File: src/rtl/led_ctrl_pkg.sv
`default_nettype none
// ============================================================================
// Module      : led_ctrl_pkg
// Description : Mode encoding and timing constant helpers for led_ctrl.
// Revision    : 1.0 - initial release
// ============================================================================
package led_ctrl_pkg;

    typedef enum logic [2:0] {
        MODE_OFF     = 3'b000,
        MODE_ON      = 3'b001,
        MODE_BLINK   = 3'b010,
        MODE_PWM     = 3'b011,
        MODE_BREATHE = 3'b100
    } mode_t;

    // Cycles in one full blink/breathe period, rounded to the nearest clock.
    function automatic int calc_count(input real clk_freq, input real period);
        return int'(clk_freq * period);
    endfunction

    function automatic int calc_half(input int count);
        return count / 2;
    endfunction

    function automatic int calc_step(input int count, input int pwm_width);
        int s;
        s = count / (1 << (pwm_width + 1));
        return (s < 1) ? 1 : s;
    endfunction

endpackage
`default_nettype wire

File: src/rtl/led_ctrl_chan.sv
`default_nettype none
// ============================================================================
// Module      : led_ctrl_chan
// Description : One LED channel: mode register, shadow/active duty, lit decode.
//               Breathe input present only with LED_CTRL_BREATHE_EN defined.
// Revision    : 1.0 - initial release
// ============================================================================
module led_ctrl_chan
    import led_ctrl_pkg::*;
#(
    parameter int PWM_WIDTH = 8
) (
    input  logic                 clk,
    input  logic                 rstN,
    input  logic                 wr_sel,
    input  logic [2:0]           wr_mode,
    input  logic [PWM_WIDTH-1:0] wr_duty,
    input  logic [PWM_WIDTH-1:0] pwm_cnt,
    input  logic                 pwm_wrap,
    input  logic                 blink_phase,
`ifdef LED_CTRL_BREATHE_EN
    input  logic [PWM_WIDTH-1:0] breathe_duty,
`endif
    output logic                 lit
);

    mode_t                r_mode;
    logic [PWM_WIDTH-1:0] r_shadow;
    logic [PWM_WIDTH-1:0] r_active;
    logic                 w_lit;

    // Active duty only changes at the period boundary; a write landing on
    // the wrap cycle goes straight to the active register.
    always_ff @(posedge clk or negedge rstN) begin
        if (!rstN) begin
            r_mode   <= MODE_OFF;
            r_shadow <= '0;
            r_active <= '0;
        end else begin
            if (wr_sel) begin
                r_mode   <= mode_t'(wr_mode);
                r_shadow <= wr_duty;
            end
            if (pwm_wrap) begin
                r_active <= wr_sel ? wr_duty : r_shadow;
            end
        end
    end

    always_comb begin
        w_lit = 1'b0;
        case (r_mode)
            MODE_ON:      w_lit = 1'b1;
            MODE_BLINK:   w_lit = blink_phase;
            MODE_PWM:     w_lit = (&r_active) | (pwm_cnt < r_active);
`ifdef LED_CTRL_BREATHE_EN
            MODE_BREATHE: w_lit = (pwm_cnt < breathe_duty);
`endif
            default:      w_lit = 1'b0;
        endcase
    end

    assign lit = w_lit;

endmodule
`default_nettype wire

File: src/rtl/led_ctrl.sv
`default_nettype none
// ============================================================================
// Module      : led_ctrl
// Description : Multi-channel LED driver (off/on/blink/PWM, optional breathe
//               via LED_CTRL_BREATHE_EN) with a free-running heartbeat.
// Revision    : 1.0 - initial release
// ============================================================================
module led_ctrl
    import led_ctrl_pkg::*;
#(
    parameter real CLK_FREQ     = 16.0e6,
    parameter real BLINK_PERIOD = 0.5,
    parameter int  NUM_LEDS     = 8,
    parameter int  PWM_WIDTH    = 8,
    parameter int  ACTIVE_LOW   = 1,
    parameter int  CHAN_W       = (NUM_LEDS > 1) ? $clog2(NUM_LEDS) : 1
) (
    input  logic                 clk,
    input  logic                 rstN,
    input  logic                 wr_en,
    input  logic [CHAN_W-1:0]    wr_chan,
    input  logic [2:0]           wr_mode,
    input  logic [PWM_WIDTH-1:0] wr_duty,
    output logic [NUM_LEDS-1:0]  led,
    output logic                 heartbeat
);

    localparam int c_count   = calc_count(CLK_FREQ, BLINK_PERIOD);
    localparam int c_half    = calc_half(c_count);
    localparam int c_blink_w = (c_half > 2) ? $clog2(c_half) : 1;
    localparam int c_chan_min = (NUM_LEDS > 1) ? $clog2(NUM_LEDS) : 1;
    localparam logic [c_blink_w-1:0] c_blink_last = c_blink_w'(c_half - 1);
    localparam logic [NUM_LEDS-1:0]  c_led_idle   = {NUM_LEDS{ACTIVE_LOW != 0}};

    if (c_half < 2) begin : g_err_half
        $error("led_ctrl: CLK_FREQ*BLINK_PERIOD too small, HALF=%0d", c_half);
    end
    if (NUM_LEDS < 1 || NUM_LEDS > 32) begin : g_err_num_leds
        $error("led_ctrl: NUM_LEDS=%0d outside 1..32", NUM_LEDS);
    end
    if (PWM_WIDTH < 4 || PWM_WIDTH > 12) begin : g_err_pwm_width
        $error("led_ctrl: PWM_WIDTH=%0d outside 4..12", PWM_WIDTH);
    end
    if (CHAN_W < c_chan_min) begin : g_err_chan_w
        $error("led_ctrl: CHAN_W=%0d cannot address %0d channels", CHAN_W, NUM_LEDS);
    end

    logic [c_blink_w-1:0] r_blink_cnt;
    logic                 r_blink_phase;
    logic [PWM_WIDTH-1:0] r_pwm_cnt;
    logic                 w_pwm_wrap;
    logic [NUM_LEDS-1:0]  w_lit;
    logic [NUM_LEDS-1:0]  r_led;

    assign w_pwm_wrap = &r_pwm_cnt;

    always_ff @(posedge clk or negedge rstN) begin
        if (!rstN) begin
            r_blink_cnt   <= '0;
            r_blink_phase <= 1'b0;
            r_pwm_cnt     <= '0;
        end else begin
            r_pwm_cnt <= r_pwm_cnt + 1'b1;
            if (r_blink_cnt == c_blink_last) begin
                r_blink_cnt   <= '0;
                r_blink_phase <= ~r_blink_phase;
            end else begin
                r_blink_cnt <= r_blink_cnt + 1'b1;
            end
        end
    end

`ifdef LED_CTRL_BREATHE_EN
    localparam int c_step   = calc_step(c_count, PWM_WIDTH);
    localparam int c_step_w = (c_step > 2) ? $clog2(c_step) : 1;
    localparam logic [c_step_w-1:0] c_step_last = c_step_w'(c_step - 1);

    logic [c_step_w-1:0]  r_step_cnt;
    logic [PWM_WIDTH-1:0] r_ramp;
    logic                 r_ramp_down;
    logic [PWM_WIDTH-1:0] r_breathe_duty;

    // Triangle ramp holds one step at each end so up and down legs match.
    always_ff @(posedge clk or negedge rstN) begin
        if (!rstN) begin
            r_step_cnt     <= '0;
            r_ramp         <= '0;
            r_ramp_down    <= 1'b0;
            r_breathe_duty <= '0;
        end else begin
            if (r_step_cnt == c_step_last) begin
                r_step_cnt <= '0;
                if (!r_ramp_down) begin
                    if (&r_ramp) r_ramp_down <= 1'b1;
                    else         r_ramp      <= r_ramp + 1'b1;
                end else begin
                    if (r_ramp == '0) r_ramp_down <= 1'b0;
                    else              r_ramp      <= r_ramp - 1'b1;
                end
            end else begin
                r_step_cnt <= r_step_cnt + 1'b1;
            end
            if (w_pwm_wrap) begin
                r_breathe_duty <= r_ramp;
            end
        end
    end
`endif

    for (genvar i = 0; i < NUM_LEDS; i++) begin : g_chan
        logic w_sel;
        assign w_sel = wr_en && (wr_chan == CHAN_W'(i));

        led_ctrl_chan #(
            .PWM_WIDTH (PWM_WIDTH)
        ) u_chan (
            .clk          (clk),
            .rstN         (rstN),
            .wr_sel       (w_sel),
            .wr_mode      (wr_mode),
            .wr_duty      (wr_duty),
            .pwm_cnt      (r_pwm_cnt),
            .pwm_wrap     (w_pwm_wrap),
            .blink_phase  (r_blink_phase),
`ifdef LED_CTRL_BREATHE_EN
            .breathe_duty (r_breathe_duty),
`endif
            .lit          (w_lit[i])
        );
    end

    always_ff @(posedge clk or negedge rstN) begin
        if (!rstN) begin
            r_led <= c_led_idle;
        end else begin
            r_led <= w_lit ^ c_led_idle;
        end
    end

    assign led       = r_led;
    assign heartbeat = r_blink_phase;

endmodule
`default_nettype wire

File: config.mk
export PLATFORM = sky130hd
export DESIGN_NAME = led_ctrl
export DESIGN_NICKNAME = d
export VERILOG_FILES = /design/src/rtl/led_ctrl_pkg.sv /design/src/rtl/led_ctrl_chan.sv /design/src/rtl/led_ctrl.sv
export SDC_FILE = /design/constraint.sdc
export NUM_CORES = 1
export LEC_CHECK = 0
export CORE_UTILIZATION = 35
export CTS_CLUSTER_SIZE = 12
export DETAILED_ROUTE_END_ITERATION = 7
export GPL_ROUTABILITY_DRIVEN = 0
export MAX_ROUTING_LAYER = met4
export PLACE_DENSITY_LB_ADDON = 0.05
export SLEW_MARGIN = 30
export SYNTH_ARGS = -nofsm -noshare
export SYNTH_HDL_FRONTEND = slang
export SYNTH_SLANG_ARGS = --single-unit
File: constraint.sdc
create_clock -name clk -period 1.75 [get_ports clk]
set_input_delay 0.35 -clock clk [delete_from_list [all_inputs] [get_ports clk]]
set_output_delay 0.35 -clock clk [all_outputs]
set_load 0.02 [all_outputs]
==> out/results.tsv <==
stage	metric	value	unit
layout	regArea	4800	um2
timing	max_freq	556	MHz
layout	final_core_util	0.462	
routing	drtIter0Drc	289	
hold_path	hp-class	input port to asynchronous set/reset pin	
routing	wl_per_cell	19.7	um
timing	fin_skew	12.6	ps
cts	cts.htree.levels	4	
layout	n_antenna_cell	0	
timing	fin_ws	-47.6	ps
logic_synthesis	syn_nets	845	
layout	area_delta_synth_final	28.6	%
global_routing	grt_pass1_vias	6649	
global_routing	grt_pass1_wl	37700	um
cts	clock-sinks	191	
worst_setup_path	cp_max_fo	7	
routing	ant_nets	0	
logic_synthesis	ys.flop_type	dfrtp_1	
timing	finalHoldViolCount	0	
timing	min_period_over_period	1.03	
logic_synthesis	yosys.cell_types.count	50	
cts	clockBufferDepth	2	
logic_synthesis	synth-edff-count	0	
logic_synthesis	syn_area	9090	um2
timing	rsz0062_at_grt	true	
cts	cts_made_buffers	17	
die	die_area	26600	um2
logic_synthesis	synthArstFlopShare	1.00	
layout	final_layout_size_suffix_gt1_frac	0.301	
layout	fin_nets	958	
routing	viasPerCell	5.08	
timing	slew_violations	0	
placed_design	io_buffers	25	
layout	final_area	11700	um2
global_routing	grt_max_degree	49	
routing	drc	0	
worst_setup_path	crit_path_end_kind	flip-flop	
worst_setup_path	critPathKind	flip-flop to flip-flop	
routing	vias	6222	
run	maxCapViolCount	0	
global_routing	gr-total-overflow	0	
global_routing	grt_use_total	0.198	
timing	period_needed	1800	ps
global_routing	antenna_found_initial	1	
cts	cts_tree	built	
timing	worst_pin_slew	476	ps
worst_setup_path	required	2110	ps
logic_synthesis	yosysWarnings	0	
layout	nFillCells	2272	
routing	drt-pass1-iter-count	4	
die	die_x	163	um
cts	clk_transition_reported_paths	80	ps
timing	setup_violations	3	
routing	routed_wl	24100	um
logic_synthesis	avgSynthCellArea	11.8	um2
cts	clk_latency	440	ps
power_and_ir_drop	power.density	882	nW/um2
run_status	status	finished with violations	
die	num_rows	58	
timing	max_slew_margin	0.683	
placed_design	dp_hpwl	15900	um
cts	cts_root_buf	clkbuf_16	
timing	tns	-77.3	ps
logic_synthesis	yosysSeqAreaShare	0.527	
worst_setup_path	startpoint_type	flip-flop	
die	fp.coreArea	25300	um2
worst_setup_path	cp.arrival	2160	ps
run_status	failed_checks	setup timing	
die	die_h	163	um
logic_synthesis	ys_ff_latch	191	
power_and_ir_drop	ir_worst_vdd	0.529	mV
logic_synthesis	synthCells	770	
layout	multiInputGateArea	4350	um2
placed_design	placed_area	10400	um2
power_and_ir_drop	leakage	5.27	nW
die	start_util	0.359	
die	ios	26	
## cells in the final DEF (no fill, tap or decap), types with 11 or more instances in the layout
master,n
a21oi_1,20
and4_1,12
buf_12,22
buf_4,52
buf_6,15
clkbuf_16,19
clkdlybuf4s50_1,11
dfrtp_1,177
ha_1,34
ha_4,23
inv_1,58
mux2_1,23
mux2_2,58
mux2_4,22
nand2_1,69
nand3_1,11
nand4_1,21
nor2_1,21
nor3_1,12
o21ai_0,11
o21ai_1,55
xnor2_1,13
## final cells by class
| type | count | share of cell area |
|---|---|---|
| sequential | 191 | 0.410 |
| multi-input combinational | 497 | 0.372 |
| timing repair buffer | 118 | 0.114 |
| clock buffer | 18 | 0.0376 |
| tap | 330 | 0.0353 |
| inverter | 58 | 0.0186 |
| clock inverter | 14 | 0.0131 |
## path summary, 6_finish.rpt
| check | depth (start not counted) | start | to | slack (ps) |
|---|---|---|---|---|
| hold reg to reg | 1 | r_blink_cnt[17] | r_blink_cnt[17] | 490 |
| hold / removal | 2 | rstN | g_chan[1].u_chan.r_shadow[5] | 430 |
| setup reg to reg | 7 | r_pwm_cnt[6] | led[5] | -50 |
| setup / recovery | 7 | r_pwm_cnt[6] | led[5] | -50 |
| min in group clk | 1 | r_blink_cnt[17] | r_blink_cnt[17] | 490 |
| max in group asynchronous | 3 | rstN | led[6] | 650 |
## per-layer routing
layer | track usage | up-vias | part of all wire | wire [um]
met2 | 0.327 | 80 | 0.50 | 12200
met1 | 0.249 | 3143 | 0.45 | 10800
met4 | 0.0548 | 0 | 0.014 | 337
li1 | - | 2976 | - | -
met5 | - | - | 0 | 0
met3 | 0.0348 | 23 | 0.033 | 796
## cell families after synthesis
group	Yosys count	share of synthesized area
AND/OR/NAND/NOR	202	0.127
flip-flops	191	0.527
AO/OA/AOI/OAI	111	0.0692
multiplexers	104	0.137
buffers and inverters	82	0.0389
adder cells (fa/ha/maj)	58	0.0798
XOR/XNOR	22	0.0212
## timing repair
item	in CTS	in global routing
pin swaps	10	19
buffers inserted	8	6
endpoints found under the hold margin	38	0
setup endpoints to repair	53	77
gates cloned	3	2
hold buffers	1	0
resized for setup	32	57
## where the power goes
part	switching (mW)	leakage, nW	internal [mW]
registers	0.187	2.18	4.95
clock network	1.87	0.280	2.06
logic	0.600	2.82	0.647
total	2.66	5.27	7.66
## per-stage QoR
| step | setup slack [ps] | hold slack [ps] | power [mW] | cells |
|---|---|---|---|---|
| 2_1_floorplan | 49.8 | 54.4 | 5.92 | 770 |
| 3_3_place_gp | -406 | 352 | 6.45 | 1176 |
| 3_5_place_dp | -442 | 353 | 6.49 | 1176 |
| 4_1_cts | -126 | 443 | 10.4 | 1220 |
| 5_1_grt | -107 | 456 | 10.8 | 1226 |
| 6_report | -47.6 | 433 | 10.3 | 1226 |
## registers in the layout, indices dropped and copies added (netlist names)
signal,count
g_chan.u_chan.r_mode,24
r_pwm_cnt,8
r_blink_cnt,22
led,8
g_chan.u_chan.r_shadow,64
heartbeat,1
g_chan.u_chan.r_active,64
## critical path: stages, from the launching register on
cell and delay, ps:
dfrtp_2 440, buf_12 160, buf_12 120, ha_4 250
and4_1 180, o21ai_1 60, or3_1 330, a22oi_2 180
## cells in the mapped netlist, types with 10 or more instances
library cell / count / area, um2
and4_1: 12 / 105
buf_2: 12 / 60.1
nand3_1: 11 / 55.1
xnor2_1: 13 / 114
nor2_1: 22 / 82.6
nor4_1: 10 / 62.6
ha_1: 58 / 726
dfrtp_1: 183 / 4580
mux2_4: 21 / 315
o21ai_0: 17 / 85.1
nor3_1: 12 / 60.1
mux2_1: 23 / 259
nand4_1: 21 / 131
mux2_2: 59 / 664
a21oi_1: 20 / 100
inv_1: 58 / 218
o21ai_1: 49 / 245
nand2_1: 70 / 263
Note: power is estimated with default switching activity, not from simulation.
